<file path="src/rtl/image_pkg.sv">
// image_pkg: shared constants and types for the image vector fetch sequencer.
//   PLANE_PIXELS / NUM_PLANES : geometry of the ROM pixel address space
//   LANES / LANE_W            : pixels per vector word and bits per pixel lane
//   IMG_SPACE                 : total addressable pixels (end-of-range check)
//   fetch_state_t             : sequencer FSM states
package image_pkg;

  localparam int PLANE_PIXELS = 10000;
  localparam int NUM_PLANES   = 12;
  localparam int LANES        = 4;
  localparam int LANE_W       = 32;
  localparam int LANE_BITS    = $clog2(LANES);
  localparam int VEC_W        = LANES * LANE_W;
  localparam int IMG_SPACE    = NUM_PLANES * PLANE_PIXELS;
  localparam int ADDR_W       = 32;
  localparam int ROM_ADDR_W   = 128;

  typedef enum logic [1:0] {
    ST_IDLE   = 2'd0,
    ST_FETCH  = 2'd1,
    ST_DRAIN  = 2'd2,
    ST_FINISH = 2'd3
  } fetch_state_t;

endpackage

</file>
<file path="src/rtl/vec_fifo.sv">
// vec_fifo: synchronous FIFO holding captured vector words (data + last tag).
//   i_clk, i_rst  : clock, asynchronous active-high reset
//   i_flush       : synchronous clear of all entries (wins over push/pop)
//   i_push/i_data : write an entry; the writer guarantees the FIFO is not full
//   i_pop         : drop the head entry; the reader guarantees it is not empty
//   o_data        : head entry, forced to zero while empty
//   o_valid       : FIFO holds at least one entry
//   o_count       : number of stored entries, used by the writer for credit
// DEPTH must be a power of two so the pointers wrap naturally.
module vec_fifo #(
  parameter int WIDTH = 129,
  parameter int DEPTH = 4
) (
  input  logic                       i_clk,
  input  logic                       i_rst,
  input  logic                       i_flush,
  input  logic                       i_push,
  input  logic [WIDTH-1:0]           i_data,
  input  logic                       i_pop,
  output logic [WIDTH-1:0]           o_data,
  output logic                       o_valid,
  output logic [$clog2(DEPTH+1)-1:0] o_count
);

  localparam int AW = $clog2(DEPTH);
  localparam int CW = $clog2(DEPTH + 1);

  logic [WIDTH-1:0] r_mem [DEPTH];
  logic [AW-1:0]    r_wr_ptr;
  logic [AW-1:0]    r_rd_ptr;
  logic [CW-1:0]    r_count;

  always_ff @(posedge i_clk or posedge i_rst) begin
    if (i_rst) begin
      r_wr_ptr <= '0;
      r_rd_ptr <= '0;
      r_count  <= '0;
      for (int i = 0; i < DEPTH; i++) begin
        r_mem[i] <= '0;
      end
    end else if (i_flush) begin
      r_wr_ptr <= '0;
      r_rd_ptr <= '0;
      r_count  <= '0;
    end else begin
      if (i_push) begin
        r_mem[r_wr_ptr] <= i_data;
        r_wr_ptr        <= r_wr_ptr + 1'b1;
      end
      if (i_pop) begin
        r_rd_ptr <= r_rd_ptr + 1'b1;
      end
      // Push and pop together (even when full) leave the count unchanged.
      case ({i_push, i_pop})
        2'b10:   r_count <= r_count + 1'b1;
        2'b01:   r_count <= r_count - 1'b1;
        default: r_count <= r_count;
      endcase
    end
  end

  assign o_valid = (r_count != '0);
  assign o_data  = o_valid ? r_mem[r_rd_ptr] : '0;
  assign o_count = r_count;

endmodule

</file>
<file path="src/rtl/image_vector_fetch.sv">
// image_vector_fetch: walks a contiguous pixel range in the image ROM, one
// 4-pixel aligned word per cycle, and streams the words out through a FIFO.
//   i_clk, i_rst        : clock, asynchronous active-high reset
//   i_start             : one-cycle job request, sampled only in IDLE
//   i_abort             : cancel the running job at the next posedge
//   i_base_addr         : first pixel address (must be LANES aligned)
//   i_pixel_count       : pixels to fetch
//   o_busy              : job in progress (FETCH or DRAIN)
//   o_done / o_err      : one-cycle completion / rejection pulses
//   o_rom_addr          : registered ROM word address, zero-extended
//   i_rom_rd            : ROM read data, valid at the posedge after an issue
//   o_vec_*, i_vec_ready: output stream
//   o_state             : current FSM state, for observation
//
// Output handshake: a word transfers on a posedge where o_vec_valid and
// i_vec_ready are both high; while o_vec_valid is high and i_vec_ready low,
// o_vec_data/o_vec_last hold, and o_vec_valid only drops after a transfer or
// on abort/reset.
module image_vector_fetch
  import image_pkg::*;
#(
  parameter int FIFO_DEPTH = 4
) (
  input  logic                  i_clk,
  input  logic                  i_rst,
  input  logic                  i_start,
  input  logic                  i_abort,
  input  logic [ADDR_W-1:0]     i_base_addr,
  input  logic [ADDR_W-1:0]     i_pixel_count,
  output logic                  o_busy,
  output logic                  o_done,
  output logic                  o_err,
  output logic [ROM_ADDR_W-1:0] o_rom_addr,
  input  logic [VEC_W-1:0]      i_rom_rd,
  output logic                  o_vec_valid,
  input  logic                  i_vec_ready,
  output logic [VEC_W-1:0]      o_vec_data,
  output logic                  o_vec_last,
  output fetch_state_t          o_state
);

  localparam int CW = $clog2(FIFO_DEPTH + 1);

  fetch_state_t         r_state;
  fetch_state_t         w_state_next;
  logic [ADDR_W-1:0]    r_cur;
  logic [ADDR_W-1:0]    r_words_left;
  logic [ADDR_W-1:0]    r_rom_addr;
  logic [LANE_BITS-1:0] r_rem;
  logic                 r_inflight;
  logic                 r_err;

  logic [ADDR_W:0]      w_words_ext;
  logic [ADDR_W+2:0]    w_span;
  logic [ADDR_W+2:0]    w_end;
  logic                 w_reject;
  logic                 w_accept;
  logic                 w_abort;
  logic                 w_issue;
  logic                 w_pop;
  logic                 w_cap_last;
  logic [CW:0]          w_occupancy;
  logic [CW-1:0]        w_fifo_count;
  logic [VEC_W-1:0]     w_cap_data;
  logic [VEC_W:0]       w_fifo_out;
  logic                 w_fifo_valid;

  // Job geometry, computed wide enough that no 32-bit input can overflow.
  assign w_words_ext = ({1'b0, i_pixel_count} + (ADDR_W+1)'(LANES - 1)) >> LANE_BITS;
  assign w_span      = (ADDR_W+3)'(w_words_ext) << LANE_BITS;
  assign w_end       = {3'b000, i_base_addr} + w_span;
  assign w_reject    = (i_base_addr[LANE_BITS-1:0] != '0) ||
                       (w_end > (ADDR_W+3)'(IMG_SPACE));

  assign w_accept = (r_state == ST_IDLE) && i_start && !i_abort;
  assign w_abort  = i_abort && (r_state != ST_IDLE);

  // Credit: a read may only be issued if its word is guaranteed a FIFO slot,
  // counting the word still in flight. Pops in the same cycle are not
  // credited, which keeps the check purely registered.
  assign w_occupancy = {1'b0, w_fifo_count} + (CW+1)'(r_inflight);
  assign w_issue     = (r_state == ST_FETCH) && !i_abort &&
                       (r_words_left != '0) &&
                       (w_occupancy < (CW+1)'(FIFO_DEPTH));

  assign w_pop = w_fifo_valid && i_vec_ready;

  // The word being captured is the final one once no issues remain.
  assign w_cap_last = (r_words_left == '0);

  always_comb begin
    w_cap_data = i_rom_rd;
    if (w_cap_last && (r_rem != '0)) begin
      for (int i = 0; i < LANES; i++) begin
        if (i >= int'(r_rem)) begin
          w_cap_data[LANE_W*i +: LANE_W] = '0;
        end
      end
    end
  end

  always_comb begin
    w_state_next = r_state;
    case (r_state)
      ST_IDLE: begin
        if (w_accept && !w_reject) begin
          w_state_next = (i_pixel_count == '0) ? ST_FINISH : ST_FETCH;
        end
      end
      ST_FETCH: begin
        // Last issue is done; its capture lands on this same edge.
        if (r_words_left == '0) begin
          w_state_next = ST_DRAIN;
        end
      end
      ST_DRAIN: begin
        // Leave as soon as the FIFO is empty after this edge, so done
        // follows the final transfer directly.
        if ((w_fifo_count == '0) || ((w_fifo_count == CW'(1)) && w_pop)) begin
          w_state_next = ST_FINISH;
        end
      end
      ST_FINISH: begin
        w_state_next = ST_IDLE;
      end
      default: begin
        w_state_next = ST_IDLE;
      end
    endcase
    if (w_abort) begin
      w_state_next = ST_IDLE;
    end
  end

  always_ff @(posedge i_clk or posedge i_rst) begin
    if (i_rst) begin
      r_state      <= ST_IDLE;
      r_cur        <= '0;
      r_words_left <= '0;
      r_rom_addr   <= '0;
      r_rem        <= '0;
      r_inflight   <= 1'b0;
      r_err        <= 1'b0;
    end else begin
      r_state <= w_state_next;
      r_err   <= w_accept && w_reject;
      if (w_accept && !w_reject) begin
        r_cur        <= i_base_addr;
        r_words_left <= w_words_ext[ADDR_W-1:0];
        r_rem        <= i_pixel_count[LANE_BITS-1:0];
      end
      if (w_issue) begin
        r_rom_addr   <= r_cur;
        r_cur        <= r_cur + ADDR_W'(LANES);
        r_words_left <= r_words_left - 1'b1;
      end
      // An issue always leaves exactly one read in flight for the next edge;
      // abort drops it.
      r_inflight <= w_issue;
    end
  end

  vec_fifo #(
    .WIDTH (VEC_W + 1),
    .DEPTH (FIFO_DEPTH)
  ) u_fifo (
    .i_clk   (i_clk),
    .i_rst   (i_rst),
    .i_flush (w_abort),
    .i_push  (r_inflight),
    .i_data  ({w_cap_last, w_cap_data}),
    .i_pop   (w_pop),
    .o_data  (w_fifo_out),
    .o_valid (w_fifo_valid),
    .o_count (w_fifo_count)
  );

  assign o_busy      = (r_state == ST_FETCH) || (r_state == ST_DRAIN);
  assign o_done      = (r_state == ST_FINISH);
  assign o_err       = r_err;
  assign o_rom_addr  = ROM_ADDR_W'(r_rom_addr);
  assign o_vec_valid = w_fifo_valid;
  assign o_vec_data  = w_fifo_out[VEC_W-1:0];
  assign o_vec_last  = w_fifo_out[VEC_W];
  assign o_state     = r_state;

endmodule

</file>
<file path="config.mk">
export PLATFORM = sky130hd
export DESIGN_NAME = image_vector_fetch
export DESIGN_NICKNAME = d
export VERILOG_FILES = /design/src/rtl/image_pkg.sv /design/src/rtl/vec_fifo.sv /design/src/rtl/image_vector_fetch.sv
export SDC_FILE = /design/constraint.sdc
export NUM_CORES = 2
export LEC_CHECK = 0
export ABC_AREA = 1
export BUFFER_PORTS_ARGS = -buffer_cell sky130_fd_sc_hd__buf_2
export CAP_MARGIN = 10
export CORE_UTILIZATION = 47
export CTS_BUF_LIST = sky130_fd_sc_hd__clkbuf_8 sky130_fd_sc_hd__clkbuf_16
export CTS_CLUSTER_DIAMETER = 80
export DETAILED_ROUTE_END_ITERATION = 16
export GPL_TIMING_DRIVEN = 0
export PLACE_DENSITY = 0.67
export SLEW_MARGIN = 20
export SYNTH_ARGS = -nofsm -noshare
export SYNTH_HDL_FRONTEND = slang
export SYNTH_HIERARCHICAL = 1
export SYNTH_SLANG_ARGS = --single-unit
</file>
<file path="constraint.sdc">
create_clock -name i_clk -period 24.8 [get_ports i_clk]
set_input_delay 4.96 -clock i_clk [delete_from_list [all_inputs] [get_ports i_clk]]
set_output_delay 4.96 -clock i_clk [all_outputs]
set_load 0.005 [all_outputs]
</file>
==> impl_metrics.csv <==
group,metric,value,unit
yosys,synth_area_leader_cell,"dfrtp_1",
worst_setup_path,critical_path.max_fanout,10,
finish,fin_nets,5994,
detailed_routing,drc,0,
global_route,grt_antenna_before_repair,4,
timing,finalHoldViolCount,0,
placement,dp_hpwl,84300,um
global_route,busiest_layer,"met2",
timing,setup_violations,0,
finish,layout_commonest_cell,"nand2_1",
worst_setup_path,cp_common_cell,"nand2_1",
floorplan,die-area,0.0777,mm2
yosys,synth_top_cell_area_share,43.5,%
floorplan,io_pins,460,
status,outcome,"finished, final reports clean",
global_route,grt.total_usage,29.2,%
floorplan,fp-row-count,101,
job,maxCapViolCount,0,
detailed_routing,viasPerCell,5.01,
worst_hold_path,hold_path_class,"reg2reg",
worst_setup_path,worstPathRequired,25.33,ns
clock_network,cts-buffers-inserted,71,
yosys,syn-mean-instance-area,6.86,um2
clock_network,clock-root-buffer,"clkbuf_16",
finish,finalNonFillerCells,6784,
power,powerDensity,115,mW/mm2
detailed_routing,drt_wl_total,114000,um
floorplan,die_x,279,um
worst_setup_path,crit_slowest_cell,"ha_1",
global_route,grt_pass1_wl,177000,um
floorplan,die_h,279,um
yosys,yosysSeqAreaShare,43.5,%
power,leakage,0.0224,uW
yosys,synthTopCellsByArea,"dfrtp_1 (43%), nand2_1 (17%), nor2_1 (8.1%)",
timing,setup_tns,0,ns
detailed_routing,wl_per_cell,16.8,um
detailed_routing,ant_nets,0,
finish,drive_above_1_share,13.1,%
timing,max_freq,114,MHz
floorplan,start_util,47.5,%
timing,max-slew-margin-rel,32.4,%
finish,mostFrequentLayoutCells,"nand2_1 (1,601), nor2_1 (777), inv_1 (744)",
clock_network,htree_levels,3,
placement,gp_congestion,0.918,
global_route,gr-total-overflow,0,
yosys,postSynthCellCount,5247,
yosys,yosys_warnings,6,
placement,io_buffers,331,
floorplan,core-area,0.0758,mm2
worst_setup_path,crit_path_end_kind,"flop",
worst_setup_path,cp-start-kind,"primary input",
global_route,grtUsageMet3,4.86,%
timing,finalCritPeriodShare,35.5,%
detailed_routing,dr.pass1.iters,6,
clock_network,tritoncts,"done",
yosys,synth_edf_count,0,
timing,rsz0062_at_grt,"no",
detailed_routing,vias,33975,
global_route,met2_usage,46.7,%
yosys,synth-seq-cells,625,
timing,finalMaxSlewViolations,0,
global_route,grt_max_degree,104,
worst_setup_path,cpPeakStageDelay,0.38,ns
finish,area_delta_synth_final,16.4,%
clock_network,insertion_delay,0.63,ns
clock_network,clock_sinks,625,
yosys,syn_area,0.0360,mm2
worst_setup_path,cp.arrival,9.32,ns
clock_network,ctsResizeCount,0,
yosys,synth-async-reset-ratio,100,%
finish,diodes,0,
clock_network,ctsHoldBuffers,0,
global_route,grt_pass1_vias,32039,
power,ir_worst_vdd,0.0000520,V
detailed_routing,drt_iter0_drc,3044,
clock_network,postCtsSetupRepairBufs,0,
timing,fin_skew,0.0348,ns
yosys,yosysUniqueCellTypes,44,
clock_network,cts_buffer_depth,3,
yosys,synth_ff_type,"dfrtp_1",
global_route,use_met1,39.3,%
clock_network,clk_pin_slew,0.06,ns
placement,place_inst,6658,
worst_setup_path,crit_type,"in2reg",
timing,worstMarginPinSlew,1.01,ns
timing,period_minus_slack,8.79,ns
==> synthesized netlist by cell type (2+ instances only) <==
| cell | n |
|---|---|
| o21ai_1 | 494 |
| and3_1 | 4 |
| xnor2_1 | 3 |
| dfrtp_1 | 625 |
| nand3_1 | 71 |
| nor4_1 | 13 |
| nor2_1 | 778 |
| and2_1 | 3 |
| inv_2 | 5 |
| nand2_1 | 1601 |
| nor2_2 | 7 |
| o31ai_1 | 5 |
| buf_1 | 19 |
| inv_1 | 735 |
| ha_1 | 42 |
| o21bai_1 | 5 |
| nand2_4 | 5 |
| buf_4 | 101 |
| nand4_1 | 33 |
| nor2_4 | 2 |
| a21oi_1 | 165 |
| or2_2 | 6 |
| xor2_1 | 42 |
| clkbuf_1 | 91 |
| nor3_1 | 23 |
| o21ai_0 | 170 |
| fa_1 | 2 |
| nand3b_1 | 13 |
| nor3_2 | 2 |
| buf_2 | 129 |
| buf_6 | 40 |
==> registers in the layout, indices dropped and copies added (netlist names), 2 cells and up <==
signal,cells
o_state,2
r_cur,32
r_rem,2
r_rom_addr,32
r_words_left,32
u_fifo/o_count,3
u_fifo/r_mem,516
u_fifo/r_rd_ptr,2
u_fifo/r_wr_ptr,2
==> layer usage <==
metal  share of wire, %  vias up  wire length (um)
met5              0.028        -                32
met4                3.9        6              4440
met3                6.8      217              7750
met2                 46     1112             52600
met1                 43    15813             49300
li1                   -    16827                 -
==> stage by stage <==
stage	hold slack (ns)	util [%]	area (um2)	setup WS, ns	power (uW)
floorplan	0.436	-	36300	5.23	2950
global placement	0.454	51.7	39200	-1.12	3640
detailed placement	0.458	52.0	39400	15.40	3680
CTS	0.473	55.2	41900	16.02	4800
global route	0.503	55.2	41900	15.52	5170
finish	0.471	55.2	41900	16.01	4800
==> final timing paths <==
| kind | start | endpoint | slack (ns) | cells after the start |
|---|---|---|---|---|
| max | i_pixel_count[3] | r_cur[21] | 16.01 | 29 |
| min | r_cur[1] | r_cur[1] | 0.47 | 2 |
| max reg2reg | u_fifo/o_count[1] | u_fifo/o_count[2] | 21.27 | 15 |
| min reg2reg | r_cur[1] | r_cur[1] | 0.47 | 2 |
| max in group asynchronous | i_rst | u_fifo/r_mem[360] | 18.64 | 5 |
| min in group asynchronous | i_rst | u_fifo/r_mem[65] | 4.40 | 2 |
==> worst max-delay path, delay by kind of cell <==
| family | cells | cell delay [ns] |
|---|---|---|
| AND/OR/NAND/NOR | 20 | 2.76 |
| buffers and inverters | 6 | 0.81 |
| adder cells (fa/ha/maj) | 1 | 0.38 |
| XOR/XNOR | 1 | 0.31 |
| AO/OA/AOI/OAI | 1 | 0.08 |
==> layout make-up <==
| cell class | instances | area (um2) |
|---|---|---|
| Tap cell | 978 | 1220 |
| Buffer | 380 | 2270 |
| Clock inverter | 34 | 379 |
| Fill cell | 7493 | 33900 |
| Clock buffer | 92 | 2080 |
| Sequential cell | 625 | 15600 |
| Timing Repair Buffer | 338 | 1830 |
| Inverter | 741 | 2790 |
| Multi-Input combinational cell | 3596 | 15700 |
==> kinds of logic (layout without fill, tap and decap cells) <==
group	Yosys count	in the layout	share of synthesized area, %
other	1	96	0.0104
AOI/OAI and AO/OA	845	845	11.9
xor gates and xnor gates	45	45	1.10
adders and majority gates	44	44	1.57
DFF	625	625	43.5
buffers and inverters	1121	1585	14.0
and+or+nand+nor	2566	2566	28.0
==> power breakdown <==
part           internal (uW)  leakage [uW]  switching, uW
sequential              1400       0.00821            218
combinational            744        0.0129           1330
clock                    656       0.00125            446
Power figures use the tool's default switching activity.
